==> src/rtl/wishbone_arbiter2.sv <==
// Two-master Wishbone arbiter: round-robin grant held for a whole bus cycle,
// with a watchdog that ends unacknowledged strobes and flags an error to the owner.
module wishbone_arbiter2 #(
  parameter int unsigned TIMEOUT = 15,
  parameter int unsigned CNT_W   = 8
) (
  input  logic        clk_i,
  input  logic        rst_i,
  input  logic [15:0] m0_adr_i,
  input  logic        m0_we_i,
  input  logic        m0_stb_i,
  input  logic        m0_cyc_i,
  input  logic [7:0]  m0_dat_i,
  output logic [7:0]  m0_dat_o,
  output logic        m0_ack_o,
  output logic        m0_err_o,
  input  logic [15:0] m1_adr_i,
  input  logic        m1_we_i,
  input  logic        m1_stb_i,
  input  logic        m1_cyc_i,
  input  logic [7:0]  m1_dat_i,
  output logic [7:0]  m1_dat_o,
  output logic        m1_ack_o,
  output logic        m1_err_o,
  output logic [15:0] s_adr_o,
  output logic        s_we_o,
  output logic        s_stb_o,
  output logic        s_cyc_o,
  output logic [7:0]  s_dat_o,
  input  logic [7:0]  s_dat_i,
  input  logic        s_ack_i,
  output logic [1:0]  gnt_o
);

  localparam logic [CNT_W-1:0] WD_LAST = CNT_W'(TIMEOUT - 1);

  typedef enum logic [1:0] {
    IDLE = 2'd0,
    GNT0 = 2'd1,
    GNT1 = 2'd2
  } state_t;

  state_t           state;
  logic             last_gnt;   // 0 = m0 owned last, 1 = m1 owned last
  logic [CNT_W-1:0] wdog;
  logic [CNT_W-1:0] wdog_nx;

  logic        ack_in;
  logic        own_cyc;
  logic        own_stb;
  logic        own_we;
  logic [15:0] own_adr;
  logic [7:0]  own_dat;
  logic        req_stb;
  logic        timeout_hit;
  logic        owner_ack;

  // Only a clean logic 1 counts as an acknowledge; Z or X from an undriven bus does not.
  assign ack_in = (s_ack_i === 1'b1);

  // Select the current owner's request signals; nothing is selected while idle.
  always_comb begin
    own_cyc = 1'b0;
    own_stb = 1'b0;
    own_we  = 1'b0;
    own_adr = '0;
    own_dat = '0;
    case (state)
      GNT0: begin
        own_cyc = m0_cyc_i;
        own_stb = m0_stb_i;
        own_we  = m0_we_i;
        own_adr = m0_adr_i;
        own_dat = m0_dat_i;
      end
      GNT1: begin
        own_cyc = m1_cyc_i;
        own_stb = m1_stb_i;
        own_we  = m1_we_i;
        own_adr = m1_adr_i;
        own_dat = m1_dat_i;
      end
      default: ;
    endcase
  end

  // A strobe only counts while the owner still holds cyc; the bus falls to 0 when cyc drops.
  assign req_stb     = own_cyc & own_stb;
  assign timeout_hit = req_stb & ~ack_in & (wdog == WD_LAST);
  assign owner_ack   = req_stb & ack_in;

  assign s_cyc_o = own_cyc;
  assign s_stb_o = req_stb & ~timeout_hit;
  assign s_we_o  = own_cyc & own_we;
  assign s_adr_o = own_cyc ? own_adr : 16'h0000;
  assign s_dat_o = own_cyc ? own_dat : 8'h00;

  assign m0_ack_o = (state == GNT0) & owner_ack;
  assign m1_ack_o = (state == GNT1) & owner_ack;
  assign m0_err_o = (state == GNT0) & timeout_hit;
  assign m1_err_o = (state == GNT1) & timeout_hit;

  assign m0_dat_o = s_dat_i;
  assign m1_dat_o = s_dat_i;

  assign gnt_o = {state == GNT1, state == GNT0};

  // Watchdog next value: count unacknowledged strobe cycles, saturating at the last count.
  always_comb begin
    wdog_nx = '0;
    if (req_stb && !ack_in && !timeout_hit) begin
      wdog_nx = (wdog < WD_LAST) ? wdog + CNT_W'(1) : wdog;
    end
  end

  // Grant FSM with round-robin tie break and watchdog register.
  always_ff @(posedge clk_i or negedge rst_i) begin
    if (!rst_i) begin
      state    <= IDLE;
      last_gnt <= 1'b1;
      wdog     <= '0;
    end else begin
      case (state)
        IDLE: begin
          wdog <= '0;
          if (m0_cyc_i && (!m1_cyc_i || last_gnt)) begin
            state <= GNT0;
          end else if (m1_cyc_i) begin
            state <= GNT1;
          end
        end
        GNT0: begin
          if (!m0_cyc_i) begin
            last_gnt <= 1'b0;
            wdog     <= '0;
            state    <= m1_cyc_i ? GNT1 : IDLE;
          end else begin
            wdog <= wdog_nx;
          end
        end
        GNT1: begin
          if (!m1_cyc_i) begin
            last_gnt <= 1'b1;
            wdog     <= '0;
            state    <= m0_cyc_i ? GNT0 : IDLE;
          end else begin
            wdog <= wdog_nx;
          end
        end
        default: begin
          state <= IDLE;
          wdog  <= '0;
        end
      endcase
    end
  end

endmodule

==> config.mk <==
export PLATFORM = sky130hd
export DESIGN_NAME = wishbone_arbiter2
export DESIGN_NICKNAME = d
export VERILOG_FILES = /design/src/rtl/wishbone_arbiter2.sv
export SDC_FILE = /design/constraint.sdc
export NUM_CORES = 1
export LEC_CHECK = 0
export ABC_CLOCK_PERIOD_IN_PS = 2000
export CAP_MARGIN = 30
export CORE_MARGIN = 2
export CORE_UTILIZATION = 29
export DETAILED_ROUTE_END_ITERATION = 10
export PLACE_DENSITY = 0.88
export SLEW_MARGIN = 10
export SYNTH_ARGS = -nofsm -noshare
export SYNTH_HDL_FRONTEND = slang
export SYNTH_SLANG_ARGS = --single-unit
export TNS_END_PERCENT = 50
==> constraint.sdc <==
create_clock -name clk_i -period 2 [get_ports clk_i]
set_input_delay 0.2 -clock clk_i [delete_from_list [all_inputs] [get_ports clk_i]]
set_output_delay 0.2 -clock clk_i [all_outputs]
set_load 0.03 [all_outputs]
==> reports/results.ini <==
[clock_tree]
htreeDepth=1
clk_path_buf_depth=2
cts_sinks=11
cts_made_buffers=3
ctsHoldBuffers=0
root_buffer=clkbuf_8
clk-insertion-delay-late_ns=0.24
clk_pin_slew_ns=0.05
tritoncts=built

[die]
fp.coreArea_um2=3689
rows=22
die-area_um2=4398
boundaryPins=114
die_height_um=66.32
initial_core_util=0.3053
die_w_um=66.32

[finish]
drive_gt1_frac=0.3319
final_cells=274
antennaDiodeCount=0
layout_common_cells=clkdlybuf4s50_1 (58), buf_4 (37), a22oi_1 (25)
fin_util=0.5872
layout.nets=298
final_common_cell=clkdlybuf4s50_1
area_growth_pct=92.33

[global_route]
antenna_found_initial=0
grt_use_total=0.1752
use_met1=0.2014
grt_pass1_vias=1328
busiest_layer=met2
grt_max_degree=28
grt_pass1_wl_um=6058
use_met3=0.03748
grt_use_met2=0.3225
overflow=0

[power_and_ir_drop]
power_leakage_nw=0.8856
p_per_area_nw_per_um2=870.6
ir_drop_v=0.0008362
p_total_mw=1.886

[timing]
skew_ns=0.004827
finalSetupViolations=0
hold_violations=0
fmax_mhz=514.7
slew_headroom=0.4940
drv_slew=0
worst-slew-pin-transition_ns=0.7521
period_share=0.9714
fin_crit_ns=1.943

[run_status]
status=completed

[yosys]
synth_fp_nets=218
ys_warn_count=0
synth_top_area_share=0.2222
synth.area.top_cells=dfrtp_1 (22%), a22oi_1 (17%), buf_4 (11%)
ys_ff_latch=11
synth_area_um2=1126
syn_area_per_cell_um2=7.660
yosys.area.top_type=dfrtp_1
syn_inst=147
synth_cell_types=30
synth_seq_area_share=0.2456

[drt]
drt-pass1-iter-count=4
antenna_left=0
routed_via_density=5.058
drt_iter0_markers=25
remaining_drc_errors=0
wl_per_cell_um=14.85
routed_wirelength_um=4069
vias=1386

[place]
io_buffers=89
dp_cells=266
dp_hpwl_um=3141
gp_congestion=0.8228

[setup_path]
crit_arrival_ns=1.74
critPathMaxFanout=7
criticalPathCategory=reg -> out
required_ns=1.80
reg2reg_depth=3
worst_setup_path_end_kind=output port
worst_setup_path_start_kind=flip-flop

[flow_run]
maxCapViolCount=0

[worst_hold_path]
hold_class=in -> async

repair_timing:
item	CTS	global route
setup buffers	0	3
pin swaps	0	2
cloned	1	0
setup endpoints to repair	31	30
gates resized for setup	5	8
routing by layer:
| layer | wire, um | part of all wire | vias to the layer above |
|---|---|---|---|
| li1 | - | - | 682 |
| met1 | 1539 | 0.38 | 653 |
| met2 | 2253 | 0.55 | 47 |
| met3 | 244 | 0.060 | 4 |
| met4 | 31 | 0.0076 | 0 |
| met5 | 0 | 0 | - |
final cells by class:
| cell class | instances | area [um2] |
|---|---|---|
| clock buffers | 4 | 45.04 |
| fillers | 344 | 1523 |
| inverters | 10 | 37.54 |
| multi-input cells | 102 | 817.0 |
| flip-flops and latches | 11 | 277.8 |
| well taps | 48 | 60.06 |
| repair buffers | 99 | 928.4 |
per-stage QoR:
step | TNS [ns] | area [um2] | setup slack, ns | hold slack [ns]
detailed placement | 0 | 2009 | 0.1495 | 0.4003
floorplan | 0 | 1234 | 0.04067 | -0.09559
global placement | 0 | 2009 | 0.1904 | 0.4003
finish | 0 | 2166 | 0.05717 | 0.2978
global route | -0.01021 | 2166 | -0.003977 | 0.3437
CTS | -0.008349 | 2103 | -0.007765 | 0.3173
cell usage after synthesis:
master	instances
dfrtp_1	10
a221oi_1	1
buf_4	16
nand3_1	2
a41oi_1	2
a21oi_1	4
o41ai_1	2
and3_1	6
nor3b_1	1
ha_1	6
a22o_1	2
and3b_1	1
nor3_1	6
or4_4	1
dfstp_2	1
and4_1	1
nor2_1	26
o21bai_2	1
nand2b_1	2
clkbuf_1	8
nand2_1	2
a211oi_1	1
o21ai_0	4
or3_1	1
a211oi_2	1
mux2i_1	1
and2_1	1
a22oi_1	25
nor4_1	2
inv_1	10
worst max-delay path, stage by stage (launching register included):
cell     delay, ns
dfrtp_1       0.39
buf_4         0.15
ha_4          0.18
a22o_4        0.26
and3_4        0.18
and3_1        0.17
buf_4         0.16
power by group:
part           switching [mW]  internal [mW]
Combinational           0.769          0.598
Sequential             0.0337          0.263
Clock                  0.0824          0.140
Total                   0.885           1.00
flip-flops by register name (all words and copies together) (netlist names):
signal / cells
state: 2
wdog: 8
last_gnt: 1
final timing paths:
| path | startpoint | to | slack [ns] |
|---|---|---|---|
| worst max-delay path | state[1] | m0_ack_o | 0.06 |
| worst min-delay path | rst_i | wdog[0] | 0.30 |
| worst max register to register | wdog[4] | wdog[0] | 0.35 |
| worst min register to register | wdog[6] | wdog[6] | 0.52 |
| max in group asynchronous | rst_i | state[0] | 1.33 |
| min in group clk_i | s_dat_i[2] | m0_dat_o[2] | 0.40 |
cell families (layout without fill, tap and decap cells):
family	Yosys count	after routing	synth area share
adder cells (fa/ha/maj)	6	6	0.06666
flip-flops	11	11	0.2456
buffers and inverters	34	113	0.1667
AND/OR/NAND/NOR	52	52	0.2278
AO/OA/AOI/OAI	43	43	0.2845
multiplexers	1	1	0.008889
Power figures use the tool's default switching activity.
